**config.mk**
```make
export PLATFORM = sky130hd
export DESIGN_NAME = instruction_fetch_unit
export DESIGN_NICKNAME = d
export VERILOG_FILES = /design/src/rtl/instruction_fetch_unit.sv
export SDC_FILE = /design/constraint.sdc
export NUM_CORES = 1
export LEC_CHECK = 0
export ABC_AREA = 1
export BUFFER_PORTS_ARGS = -buffer_cell sky130_fd_sc_hd__buf_2
export CORE_ASPECT_RATIO = 0.8
export CORE_MARGIN = 1.5
export CORE_UTILIZATION = 43
export CTS_CLUSTER_DIAMETER = 200
export DETAILED_ROUTE_END_ITERATION = 8
export PLACE_DENSITY_LB_ADDON = 0.15
export SLEW_MARGIN = 20
export SYNTH_ARGS = -nofsm -noshare
export SYNTH_HDL_FRONTEND = slang
export SYNTH_SLANG_ARGS = --single-unit
```
**constraint.sdc**
```tcl
create_clock -name clk -period 3.4 [get_ports clk]
set_input_delay 0.51 -clock clk [delete_from_list [all_inputs] [get_ports clk]]
set_output_delay 0.51 -clock clk [all_outputs]
set_load 0.1 [all_outputs]
```
**src/rtl/instruction_fetch_unit.sv**
```systemverilog
// instruction_fetch_unit
//   Multi-cycle fetch/execute/commit sequencer. A word is fetched at PC,
//   held on `instruction` while the datapath decodes and executes it, and
//   PC advances at commit (PC+4, or PC+4+offset for a taken jump/branch).
//
// Ports
//   clk            clock, all state on rising edge
//   reset          synchronous active-high reset
//   imem_busywait  instruction memory busy (FETCH only)
//   imem_readdata  instruction word from instruction memory
//   busywait       data memory stall (COMMIT only)
//   branch_flag    current instruction is beq
//   jump_flag      current instruction is j
//   zero           ALU zero result
//   imem_read      instruction memory read request (FETCH, not in reset)
//   imem_address   fetch address, equal to pc
//   pc             program counter, word aligned
//   instruction    held instruction word
//   instr_valid    instruction holds a fetched, uncommitted word
module instruction_fetch_unit (
  input  logic        clk,
  input  logic        reset,
  input  logic        imem_busywait,
  input  logic [31:0] imem_readdata,
  input  logic        busywait,
  input  logic        branch_flag,
  input  logic        jump_flag,
  input  logic        zero,
  output logic        imem_read,
  output logic [31:0] imem_address,
  output logic [31:0] pc,
  output logic [31:0] instruction,
  output logic        instr_valid
);

  typedef enum logic [1:0] {FETCH, EXEC, COMMIT} state_t;

  state_t      state;
  logic [31:0] offset;
  logic [31:0] next_pc;

  // Offset is already word scaled, so next_pc stays word aligned as long as
  // pc is. Jump and taken branch share one target, so no priority mux is
  // needed. An unknown flag falls through to the else arm (PC+4).
  always_comb begin
    offset  = {{22{instruction[23]}}, instruction[23:16], 2'b00};
    next_pc = pc + 32'd4;
    if (jump_flag || (branch_flag && zero))
      next_pc = pc + 32'd4 + offset;
  end

  assign imem_read    = (state == FETCH) && !reset;
  assign imem_address = pc;

  always_ff @(posedge clk) begin
    if (reset) begin
      state       <= FETCH;
      pc          <= 32'h0;
      instruction <= 32'h0;
      instr_valid <= 1'b0;
    end else begin
      case (state)
        FETCH: if (!imem_busywait) begin
          instruction <= imem_readdata;
          instr_valid <= 1'b1;
          state       <= EXEC;
        end
        // one settle cycle for decode/ALU and for data memory to raise busywait
        EXEC: state <= COMMIT;
        COMMIT: if (!busywait) begin
          pc          <= next_pc;
          instr_valid <= 1'b0;
          state       <= FETCH;
        end
        default: state <= FETCH;
      endcase
    end
  end

endmodule

```
==> results.md, run 1 <==
- Initial Utilization: 0.440
- Final hold violation count: 0
- Total CTS buffers: 9
- Sum Neg Setup Slack: 0 ns
- Slew Viols, Final: 0
- Area grow syn2layout: 17.8%
- Drt wl/cell: 15.0 um
- Core Region: 12900 um^2
- Slew of the pin with the lowest slew margin: 0.660 ns
- Largest net degree at the start of global routing: 49
- Ratio of cells with drive above 1 in the final layout: 0.192
- Largest family of logic cells by synthesized area: simple AND/OR/NAND/NOR gates
- Arrival time at the worst endpoint: 3.47 ns
- CP max stage delay: 0.46 ns
- First-pass GRT wire length: 29.0 mm
- GRT Overall Usage: 0.263
- DIE WIDTH: 131 um
- Critical-path cell list: ha_1, inv_1, nor2_2, nand2_1, nor2_1, xor2_1, ha_1, nand2_1, inv_1, nand2_1, nand2_1, nand2_1, nand2_1, nand2_1, nand2_1, a21oi_1, nand2_1, nand3_1, nand2_1, a21oi_2
- Crit end category: flop
- Post-synth top flop: dfxtp_1
- Fmax: 0.313 GHz
- Root buf cell: clkbuf_16
- Static Leak: 3.56 nW
- Post-Synthesis Cells: 936
- Yosys cell types: 37
- #FFs+latches synth: 65
- Worst Setup Slack, final: 0.201 ns
- Clock Pin Slew Worst Setup and Hold Paths: 0.06 ns
- RSZ-0062 raised after global routing: false
- Mux contribution to synthesized area: 0
- Hold_sp: imem_readdata[24]
- # port buffers: 132
- Drt first pass iters: 8
- H-tree levels: 3
- Residual DRC: 0
- Worst-path fanout max: 7
- Post-synthesis xor/xnor area fraction: 0.0325
- GPL Wtd Cong: 0.983
- Hold WS: 0.398 ns
- Clock skew: 0.0124 ns
- Final design instance area without fill: 6660 um^2
- Max Root-Sink Buffers: 2
- Yosys synthesis warning count: 0
- IO Pins: 137
- Resize count post-CTS: 0
- DP HPWL: 14.0 mm
- Die Span Y: 106 um
- Compound-gate portion of the synthesized area: 0.150
- Area of the die: 13900 um^2
- Row cnt: 37
- Total of max-cap violations: 0
- Worst R2R Start: imem_address[3]
- CTS tree: done
- Layout Cells excl Fill: 1221
- Async SR Flop Fraction: 0
- EDFF count, synth: 0
- Clock Sinks: 65
- Crit-path slowest cell: dfxtp_1
- Dpl ws: 0.260 ns
- CP Class: flop to flop
- Crit path top cell by count: nand2_1
- Via density: 5.19
- Post-route ant nets: 0
- VDD IR max: 244 uV
- Outcome: complete, no violations
- Period Utilization, post-route: 0.941
- Initial antenna violation count: 0
- DR vias: 6332
- Post-placement cell count: 1205
- Setup slack, reg-to-reg: 0.20 ns
- Worst path required time: 3.67 ns
- Headroom to the max-slew limit: 0.557
- # nets final: 1118
- Mapped Avg Cell Area: 6.04 um^2
- Drt initial violations: 577
- Crit path launch type: flop
- Crit path launch: imem_address[3]
- Min-Delay Path Class: primary input to flop
- Gr ovfl total: 0
- Register area share after synthesis: 0.230
- Final setup fails: 0
- Worst skew pair latency: 0.33 ns
- Number of setup buffers added after CTS: 0
- Drt total wl: 18.3 mm
- Adder-Cell Fraction of Synth Area: 0.0854
- Ant diodes: 0
- Dpl cell area: 6330 um^2
- Post-Synth Simple-Gate Area: 0.368
- Cell Area, Synth: 5660 um^2
- Hold buffer count at CTS: 0
- Pwr dens: 434 nW/um^2
- Final min period: 3.20 ns
- Number of global-route vias before repair: 5513
final cells by class:
type | instances | area [um^2]
clock inverters | 6 | 92.6
fillers | 1367 | 6210
repair buffers | 147 | 773
flip-flops and latches | 65 | 1310
well taps | 175 | 219
multi-input cells | 708 | 3630
inverters | 110 | 413
clock buffers | 10 | 229
routing by layer:
metal,GRT usage,up-vias,wire length [um]
met4,0.0650,0,250
li1,-,3203,-
met2,0.387,270,7480
met1,0.393,2836,8960
met3,0.0462,23,1570
met5,0,-,0
worst paths after layout:
check	to	cells past startpoint
max	imem_address[31]	20
min	instruction[24]	3
max reg2reg	imem_address[31]	20
min reg2reg	instr_valid	1
registers in the layout, indices dropped and copies added, names as in the netlist:
signal        cells
instruction      32
imem_address     30
state             2
instr_valid       1
logic make-up (layout without fill, tap and decap cells):
group	Yosys count	after routing
simple gates	486	486
buf+inv	166	273
other cells	1	4
compound gates	159	159
fa+ha+maj	38	38
flops	65	65
xor+xnor	21	21
critical path: cells and delay by family, from the launching register on:
family / cells / cell delay [ns]
adder cells (fa/ha/maj): 2 / 0.55
AO/OA/AOI/OAI: 2 / 0.29
AND/OR/NAND/NOR: 13 / 1.49
flip-flops: 1 / 0.46
buffers and inverters: 2 / 0.12
XOR/XNOR: 1 / 0.21
cells in the final DEF (no fill, tap or decap), types with 3 or more instances in the layout:
cell	n
o21ai_1	3
nor3_1	15
a21oi_1	58
nand2_1	247
nor2_4	3
nand3b_1	5
dfxtp_2	4
nand2_2	6
xor2_1	16
clkinv_1	4
o211ai_1	3
a21oi_2	3
nand3_1	53
xnor2_1	5
o21bai_1	4
conb_1	4
nor2_1	124
nor2_2	6
buf_4	15
clkbuf_16	9
inv_1	105
buf_2	132
nand4_1	9
a31oi_1	12
o21ai_0	72
or2_2	4
ha_1	37
nor3_2	7
dfxtp_1	61
per-stage QoR:
step                 util  total power, mW
floorplan               -             1.71
global placement    0.492             1.89
detailed placement  0.492             1.89
CTS                 0.517             2.91
global route        0.518             3.02
finish              0.518             2.89
cell usage after synthesis (all sizes together), types with 5 or more instances:
cell | n | area [um^2]
nand2 | 254 | 976
nor2 | 133 | 529
inv | 106 | 398
o21ai | 75 | 375
dfxtp | 65 | 1300
a21oi | 61 | 317
nand3 | 55 | 285
ha | 37 | 463
buf | 35 | 260
nor3 | 23 | 155
clkbuf | 21 | 78.8
xor2 | 16 | 140
a31oi | 12 | 75.1
nand4 | 9 | 56.3
nand3b | 5 | 37.5
or2 | 5 | 31.3
xnor2 | 5 | 43.8
power breakdown:
part	switching (mW)	internal [mW]	leakage, nW
combinational	0.819	0.194	2.88
clock	0.370	0.645	0.149
sequential	0.0478	0.818	0.535
total	1.24	1.66	3.56
Note: power is estimated with default switching activity, not from simulation.
==> inputs of run 2 (changes only) <==
- CORE_ASPECT_RATIO: 0.8 -> not set
- SLEW_MARGIN: 20 -> 40
- clock period: 3.4 -> 2.7 ns (I/O delays scaled with it)
==> results.md, run 2 (synthesis gave the netlist of run 1 again) <==
- DR vias: 6919 (was 6332)
- # port buffers: 132 (unchanged)
- Crit path launch type: flop (unchanged)
- Row cnt: 41 (was 37)
- Max reg flops: 32 (unchanged)
- Clock Pin Slew Worst Setup and Hold Paths: 0.06 ns (about the same)
- DP HPWL: 15.3 mm (was 14.0 mm)
- Min-Delay Path Class: primary input to flop (unchanged)
- Residual DRC: 0 (unchanged)
- Outcome: complete, but fails checks (was complete, no violations)
- Violated checks: negative setup slack
- Largest net degree at the start of global routing: 56 (was 49)
- CP Class: flop to flop (unchanged)
- Critical-path cell list: nand2_4, nor2_4, buf_4, nand3_2, xnor2_2, ha_1, nand2_1, nor2_2, inv_1, nor3_1, a21oi_1, or2_2, nand3_1, a21oi_2 (was ha_1, inv_1, nor2_2, nand2_1, nor2_1, xor2_1, ha_1, nand2_1, inv_1, nand2_1, nand2_1, nand2_1, nand2_1, nand2_1, nand2_1, a21oi_1, nand2_1, nand3_1, nand2_1, a21oi_2)
- Worst path required time: 2.93 ns (was 3.67 ns)
- Final Util: 0.676 (was 0.518)
- H-tree levels: 3 (unchanged)
- Clock Sinks: 65 (unchanged)
- Metal-1 WL: 9.14 mm (was 8.96 mm)
- Via density: 5.14 (was 5.19)
- Sum Neg Setup Slack: -0.0163 ns (was 0 ns)
- Net Sw Power: 1.71 mW (was 1.24 mW)
- CP max stage delay: 0.39 ns (was 0.46 ns)
- Period Utilization, post-route: 1.01 (was 0.941)
- Worst-path fanout max: 5 (was 7)
- Layout Cells excl Fill: 1347 (was 1221)
- Share of power burned in the clock network: 0.312 (was 0.351)
- Initial antenna violation count: 0 (unchanged)
- Root buf cell: clkbuf_16 (unchanged)
- Max Root-Sink Buffers: 2 (unchanged)
- # nets final: 1247 (was 1118)
- Drt initial violations: 461 (was 577)
- VDD IR max: 486 uV (was 244 uV)
- IO Pins: 137 (unchanged)
- Worst Setup Slack, final: -0.0163 ns (was 0.201 ns)
- Number of global-route vias before repair: 6271 (was 5513)
- RSZ-0062 raised after global routing: true (was false)
- Final min period: 2.72 ns (was 3.20 ns)
- Arrival time at the worst endpoint: 2.95 ns (was 3.47 ns)
- Worst path top cell family by delay: simple AND/OR/NAND/NOR gates (unchanged)
- DIE WIDTH: 118 um (was 131 um)
- Post-route ant nets: 0 (unchanged)
- Static Leak: 4.42 nW (was 3.56 nW)
- Register name with the most flops: instruction (unchanged)
- Core Region: 12700 um^2 (was 12900 um^2)
- Area grow syn2layout: 51.9% (was 17.8%)
- Area of the die: 13900 um^2 (about the same)
- Max Used Layer: met4 (unchanged)
- Layout fillers: 1171 (was 1367)
- Headroom to the max-slew limit: 0.586 (was 0.557)
- Switching Fraction: 0.446 (was 0.427)
- FF+latch area: 1390 um^2 (was 1310 um^2)
- Final hold violation count: 0 (unchanged)
- Commonest non-fill, non-tap cell in the layout: nand2_1 (unchanged)
- Ratio of cells with drive above 1 in the final layout: 0.431 (was 0.192)
- Final setup fails: 1 (was 0)
- Initial Utilization: 0.445 (was 0.440)
- Dpl cell area: 7200 um^2 (was 6330 um^2)
- CTS tree: done (unchanged)
- Clock skew: 0.00608 ns (was 0.0124 ns)
- Footprint of the multi-input gates: 4510 um^2 (was 3630 um^2)
- Comb pwr share: 0.405 (was 0.350)
- Drt first pass iters: 4 (was 8)
- Worst skew pair latency: 0.34 ns (was 0.33 ns)
- Post-placement cell count: 1305 (was 1205)
- Most frequent cells in the layout: nand2_1 (200), buf_4 (141), buf_2 (132) (was nand2_1 (247), buf_2 (132), nor2_1 (124))
- Ant diodes: 0 (unchanged)
- Drt total wl: 21.0 mm (was 18.3 mm)
- Pwr dens: 447 nW/um^2 (was 434 nW/um^2)
- Gr ovfl total: 0 (unchanged)
- Crit end category: flop (unchanged)
- CP bufs+invs: 2 (unchanged)
- Final design instance area without fill: 8590 um^2 (was 6660 um^2)
- Internal Power: 2.13 mW (was 1.66 mW)
- Dpl ws: -0.145 ns (was 0.260 ns)
- First-pass GRT wire length: 32.0 mm (was 29.0 mm)
- Total of max-cap violations: 0 (unchanged)
- Total CTS buffers: 9 (unchanged)
- GRT Overall Usage: 0.289 (was 0.263)
- Drt wl/cell: 15.6 um (was 15.0 um)
- Slew of the pin with the lowest slew margin: 0.618 ns (was 0.660 ns)
- DR WL met3: 1.28 mm (was 1.57 mm)
- Die Span Y: 118 um (was 106 um)
- Crit-path slowest cell: dfxtp_4 (was dfxtp_1)
- Fmax: 0.368 GHz (was 0.313 GHz)
- Met2 wire length: 9.95 mm (was 7.48 mm)
- Sequential share of power: 0.282 (was 0.299)
- GPL Wtd Cong: 0.952 (was 0.983)
- Slew Viols, Final: 0 (unchanged)
[run 2: changes by cell type in the layout (fill, tap and decap cells not counted), moves of 11 or more]
cell	previous run	this run
buf_4	15	141
nor3_1	15	4
a21oi_2	3	23
ha_4	0	21
nor2_1	124	106
a21oi_1	58	37
nand2_1	247	200
dfxtp_1	61	36
ha_1	37	16
nor2_4	3	14
nand2_2	6	45
inv_1	105	94
dfxtp_4	0	22
[run 2: through the flow]
step | power, mW | hold slack [ns]
detailed placement | 2.49 | 0.478
global route | 4.00 | 0.287
global placement | 2.49 | 0.461
floorplan | 2.15 | 0.489
CTS | 3.74 | 0.274
finish | 3.84 | 0.282
[run 2: area by class of cell]
cell class / instances / share of cell area
Clock inverter: 6 / 0.00582
Clock buffer: 10 / 0.0291
Multi-Input combinational cell: 708 / 0.525
Sequential cell: 65 / 0.162
Timing Repair Buffer: 276 / 0.205
Tap cell: 172 / 0.0250
Inverter: 110 / 0.0483
[run 2: path summary, 6_finish.rpt]
check                          from                to  slack [ns]  cells after the start
setup / recovery    imem_address[4]  imem_address[19]       -0.02                     14
hold / removal    imem_readdata[12]   instruction[12]        0.28                      3
setup reg to reg    imem_address[4]  imem_address[19]       -0.02                     14
hold reg to reg         instr_valid       instr_valid        0.50                      1
[run 2: power by group through the flow]
stage | combinational, mW | clock (mW) | sequential, mW
2_1_floorplan | 0.565 | 0 | 1.59
3_3_place_gp | 1.39 | 0 | 1.10
3_5_place_dp | 1.40 | 0 | 1.10
4_1_cts | 1.44 | 1.23 | 1.08
5_1_grt | 1.64 | 1.27 | 1.09
6_report | 1.56 | 1.20 | 1.09
[run 2: what timing repair did]
item | CTS | global route
pin swaps | 15 | 59
resized for setup | 42 | 153
buffers inserted | 11 | 15
setup endpoints to repair | 15 | 23
hold buffers | 0 | 0
[run 2: worst reg2reg max path: cells and delay by family (launching register included)]
| kind | cells | cell delay, ns |
|---|---|---|
| compound gates | 2 | 0.19 |
| xor+xnor | 1 | 0.18 |
| fa+ha+maj | 1 | 0.36 |
| buf+inv | 2 | 0.24 |
| flops | 1 | 0.39 |
| simple gates | 8 | 1.24 |
[run 2: metal layers]
metal,vias to the layer above,GRT usage
met3,40,0.0489
met1,3178,0.378
met4,0,0.107
met5,-,0
met2,247,0.476
li1,3454,-
==> inputs of run 3 (changes only) <==
- ABC_AREA: 1 -> not set
==> results.md, run 3 <==
- Post-route ant nets: 0 (unchanged)
- Area grow syn2layout: 62.5% (was 51.9%)
- Register name with the most flops: instruction (unchanged)
- Met2 GRT Util: 0.512 (was 0.476)
- H-tree levels: 3 (unchanged)
- Yosys synthesis warning count: 0 (unchanged)
- GRT Overall Usage: 0.288 (was 0.289)
- Post-Synthesis Cells: 686 (was 936)
- Drt initial violations: 459 (was 461)
- Async SR Flop Fraction: 0 (unchanged)
- Headroom to the max-slew limit: 0.601 (was 0.586)
- Slew Viols, Final: 0 (unchanged)
- Number of global-route vias before repair: 5845 (was 6271)
- Worst path required time: 2.97 ns (was 2.93 ns)
- Setup crit end: imem_address[31] (was imem_address[19])
- Outcome: complete, but fails checks (unchanged)
- Clock Sinks: 65 (unchanged)
- CTS tree: done (unchanged)
- Hold WS: 0.291 ns (was 0.282 ns)
- Adder-Cell Fraction of Synth Area: 0.0938 (was 0.0854)
- CP max stage delay: 0.46 ns (was 0.39 ns)
- Drt total wl: 19.3 mm (was 21.0 mm)
- CP Class: flop to flop (unchanged)
- Clock skew: 0.00951 ns (was 0.00608 ns)
- Final hold violation count: 0 (unchanged)
- Core Region: 11600 um^2 (was 12700 um^2)
- VDD IR max: 385 uV (was 486 uV)
- Tot Pwr: 3.19 mW (was 3.84 mW)
- Worst skew pair latency: 0.34 ns (about the same)
- Drt first pass iters: 7 (was 4)
- Min-Delay Path Class: primary input to flop (unchanged)
- Top cells by area, synth: dfxtp_1 (25%), nand2_1 (9.0%), ha_1 (9.0%) (was dfxtp_1 (23%), nand2_1 (16%), nor2_1 (8.4%))
- Worst path top cell family by delay: simple AND/OR/NAND/NOR gates (unchanged)
- Critical-path cell list: and3_4, and4_4, and3_4, buf_6, and3_4, xor2_2, ha_1, and4_4, nand3_2, or4_1, a31o_1, mux2_4, a31o_1, a21oi_2 (was nand2_4, nor2_4, buf_4, nand3_2, xnor2_2, ha_1, nand2_1, nor2_2, inv_1, nor3_1, a21oi_1, or2_2, nand3_1, a21oi_2)
- Pwr dens: 381 nW/um^2 (was 447 nW/um^2)
- Static Leak: 4.12 nW (was 4.42 nW)
- WP depth: 14 (unchanged)
- Met1 Use GR: 0.364 (was 0.378)
- # port buffers: 132 (unchanged)
- Layout fillers: 841 (was 1171)
- Mux contribution to synthesized area: 0.00899 (was 0)
- Fmax: 0.295 GHz (was 0.368 GHz)
- Violated checks: design-rule violations, negative setup slack (was negative setup slack)
- Crit end category: flop (unchanged)
- Slew of the pin with the lowest slew margin: 0.598 ns (was 0.618 ns)
- Compound-gate portion of the synthesized area: 0.237 (was 0.150)
- Max Root-Sink Buffers: 2 (unchanged)
- Register area share after synthesis: 0.253 (was 0.230)
- Initial antenna violation count: 0 (unchanged)
- Hold buffer count at CTS: 0 (unchanged)
- Yosys cell types: 72 (was 37)
- R2r endpoint: imem_address[31] (was imem_address[19])
- Ant diodes: 0 (unchanged)
- Reg2Reg Depth: 14 (unchanged)
- Arrival time at the worst endpoint: 3.66 ns (was 2.95 ns)
- Final setup fails: 23 (was 1)
- Worst-path fanout max: 3 (was 5)
- Final min period: 3.39 ns (was 2.72 ns)
- Die Span Y: 112 um (was 118 um)
- Cell Area, Synth: 5150 um^2 (was 5660 um^2)
- #FFs+latches synth: 65 (unchanged)
- Initial Utilization: 0.445 (about the same)
- Post-Synth Simple-Gate Area: 0.240 (was 0.368)
- Total CTS buffers: 9 (unchanged)
- CP bufs+invs: 1 (was 2)
- Crit-path slowest cell: or4_1 (was dfxtp_4)
- Synth area leader: dfxtp_1 (unchanged)
- Mapped Avg Cell Area: 7.51 um^2 (was 6.04 um^2)
- Share of the synthesized area in the top cell type: 0.253 (was 0.230)
- Crit path launch type: flop (unchanged)
- Post-synthesis xor/xnor area fraction: 0.0816 (was 0.0325)
- Gr ovfl total: 0 (unchanged)
- Top post-synthesis cells by count: nand2_1 (124), a21oi_1 (74), dfxtp_1 (65) (was nand2_1 (247), nor2_1 (127), inv_1 (105))
- Worst Setup Slack, final: -0.685 ns (was -0.0163 ns)
- Worst R2R Start: imem_address[13] (was imem_address[4])
- Total of max-cap violations: 0 (unchanged)
- IO Pins: 137 (unchanged)
- Residual DRC: 12 (was 0)
- Met3 Track Usage GR: 0.0340 (was 0.0489)
- DR vias: 6327 (was 6919)
- Most common cell in the netlist: nand2_1 (unchanged)
- FF+latch area: 1360 um^2 (was 1390 um^2)
- # nets final: 1038 (was 1247)
- Area of the die: 12600 um^2 (was 13900 um^2)
- RSZ-0062 raised after global routing: true (unchanged)
- Row cnt: 39 (was 41)
- GPL Wtd Cong: 0.916 (was 0.952)
- Root buf cell: clkbuf_16 (unchanged)
- DP HPWL: 12.9 mm (was 15.3 mm)
- Via density: 5.71 (was 5.14)
- Ratio of cells with drive above 1 in the final layout: 0.518 (was 0.431)
- Crit path top cell by count: and3_4
- Period Utilization, post-route: 1.25 (was 1.01)
- Post-synth top flop: dfxtp_1 (unchanged)
- First-pass GRT wire length: 29.3 mm (was 32.0 mm)
- GR peak layer: met2 (unchanged)
- Clock Pin Slew Worst Setup and Hold Paths: 0.06 ns (about the same)
- Max reg flops: 32 (unchanged)
- Largest family of logic cells by synthesized area: simple AND/OR/NAND/NOR gates (unchanged)
- EDFF count, synth: 0 (unchanged)
- Crit path launch: imem_address[13] (was imem_address[4])
- DIE WIDTH: 112 um (was 118 um)
- Commonest non-fill, non-tap cell in the layout: buf_4 (was nand2_1)
- Largest net degree at the start of global routing: 35 (was 56)
- Drt wl/cell: 17.4 um (was 15.6 um)
- Setup slack, reg-to-reg: -0.69 ns (was -0.02 ns)
- Footprint of the multi-input gates: 4300 um^2 (was 4510 um^2)
- Most frequent cells in the layout: buf_4 (176), buf_2 (132), nand2_1 (117) (was nand2_1 (200), buf_4 (141), buf_2 (132))
run 3: cell count changes after synthesis, moves of 14 or more:
cell and delta:
a21o_1 +14, a21oi_1 +16, and3_1 +14, inv_1 -98, nand2_1 -123, nand3_1 -26
nor2_1 -80, o21ai_0 -41, xnor2_1 +23
run 3: repair_timing:
action / CTS / global route
setup endpoints to repair: 22 / 23
pin swaps: 54 / 86
buffers inserted: 21 / 16
gates resized for setup: 91 / 74
run 3: routing by layer:
metal,vias up,part of all wire
met2,295,0.49
li1,2976,-
met4,0,0.029
met3,53,0.062
met1,3003,0.42
met5,-,0
run 3: worst min path at each step:
stage               depth (start not counted)               from               to
detailed placement                          2     instruction[7]   instruction[7]
finish                                      2      imem_busywait         state[0]
floorplan                                   1              reset         state[0]
CTS                                         2      imem_busywait         state[0]
global placement                            2    instruction[28]  instruction[28]
global route                                3  imem_readdata[22]  instruction[22]
run 3: logic make-up (layout without fill, tap and decap cells):
| group | after synthesis | after routing |
|---|---|---|
| AND/OR/NAND/NOR | 265 | 265 |
| multiplexers | 4 | 4 |
| AO/OA/AOI/OAI | 192 | 192 |
| other | 1 | 4 |
| adder cells (fa/ha/maj) | 38 | 38 |
| buffers and inverters | 73 | 350 |
| flip-flops | 65 | 65 |
| XOR/XNOR | 48 | 48 |
run 3: through the flow:
| stage | TNS, ns | instance area (um^2) | std cells | setup WS [ns] | utilization |
|---|---|---|---|---|---|
| CTS | -7.35 | 7860 | 1097 | -0.641 | 0.680 |
| global route | -13.26 | 8370 | 1109 | -0.819 | 0.724 |
| floorplan | -9.97 | 5290 | 689 | -1.02 | - |
| detailed placement | -10.27 | 6960 | 1061 | -0.793 | 0.602 |
| global placement | -9.31 | 6960 | 1061 | -0.785 | 0.602 |
| finish | -10.27 | 8370 | 1109 | -0.685 | 0.724 |
run 3: area by class of cell:
cell class,count,share of cell area
repair buffers,327,0.263
flip-flops and latches,65,0.163
clock buffers,10,0.0299
multi-input cells,551,0.514
well taps,143,0.0214
clock inverters,6,0.00583
inverters,7,0.00314
run 3: where the power goes:
group / internal [mW] / switching [mW]
Sequential: 0.993 / 0.0359
Combinational: 0.270 / 0.702
Clock: 0.688 / 0.499
Total: 1.95 / 1.24
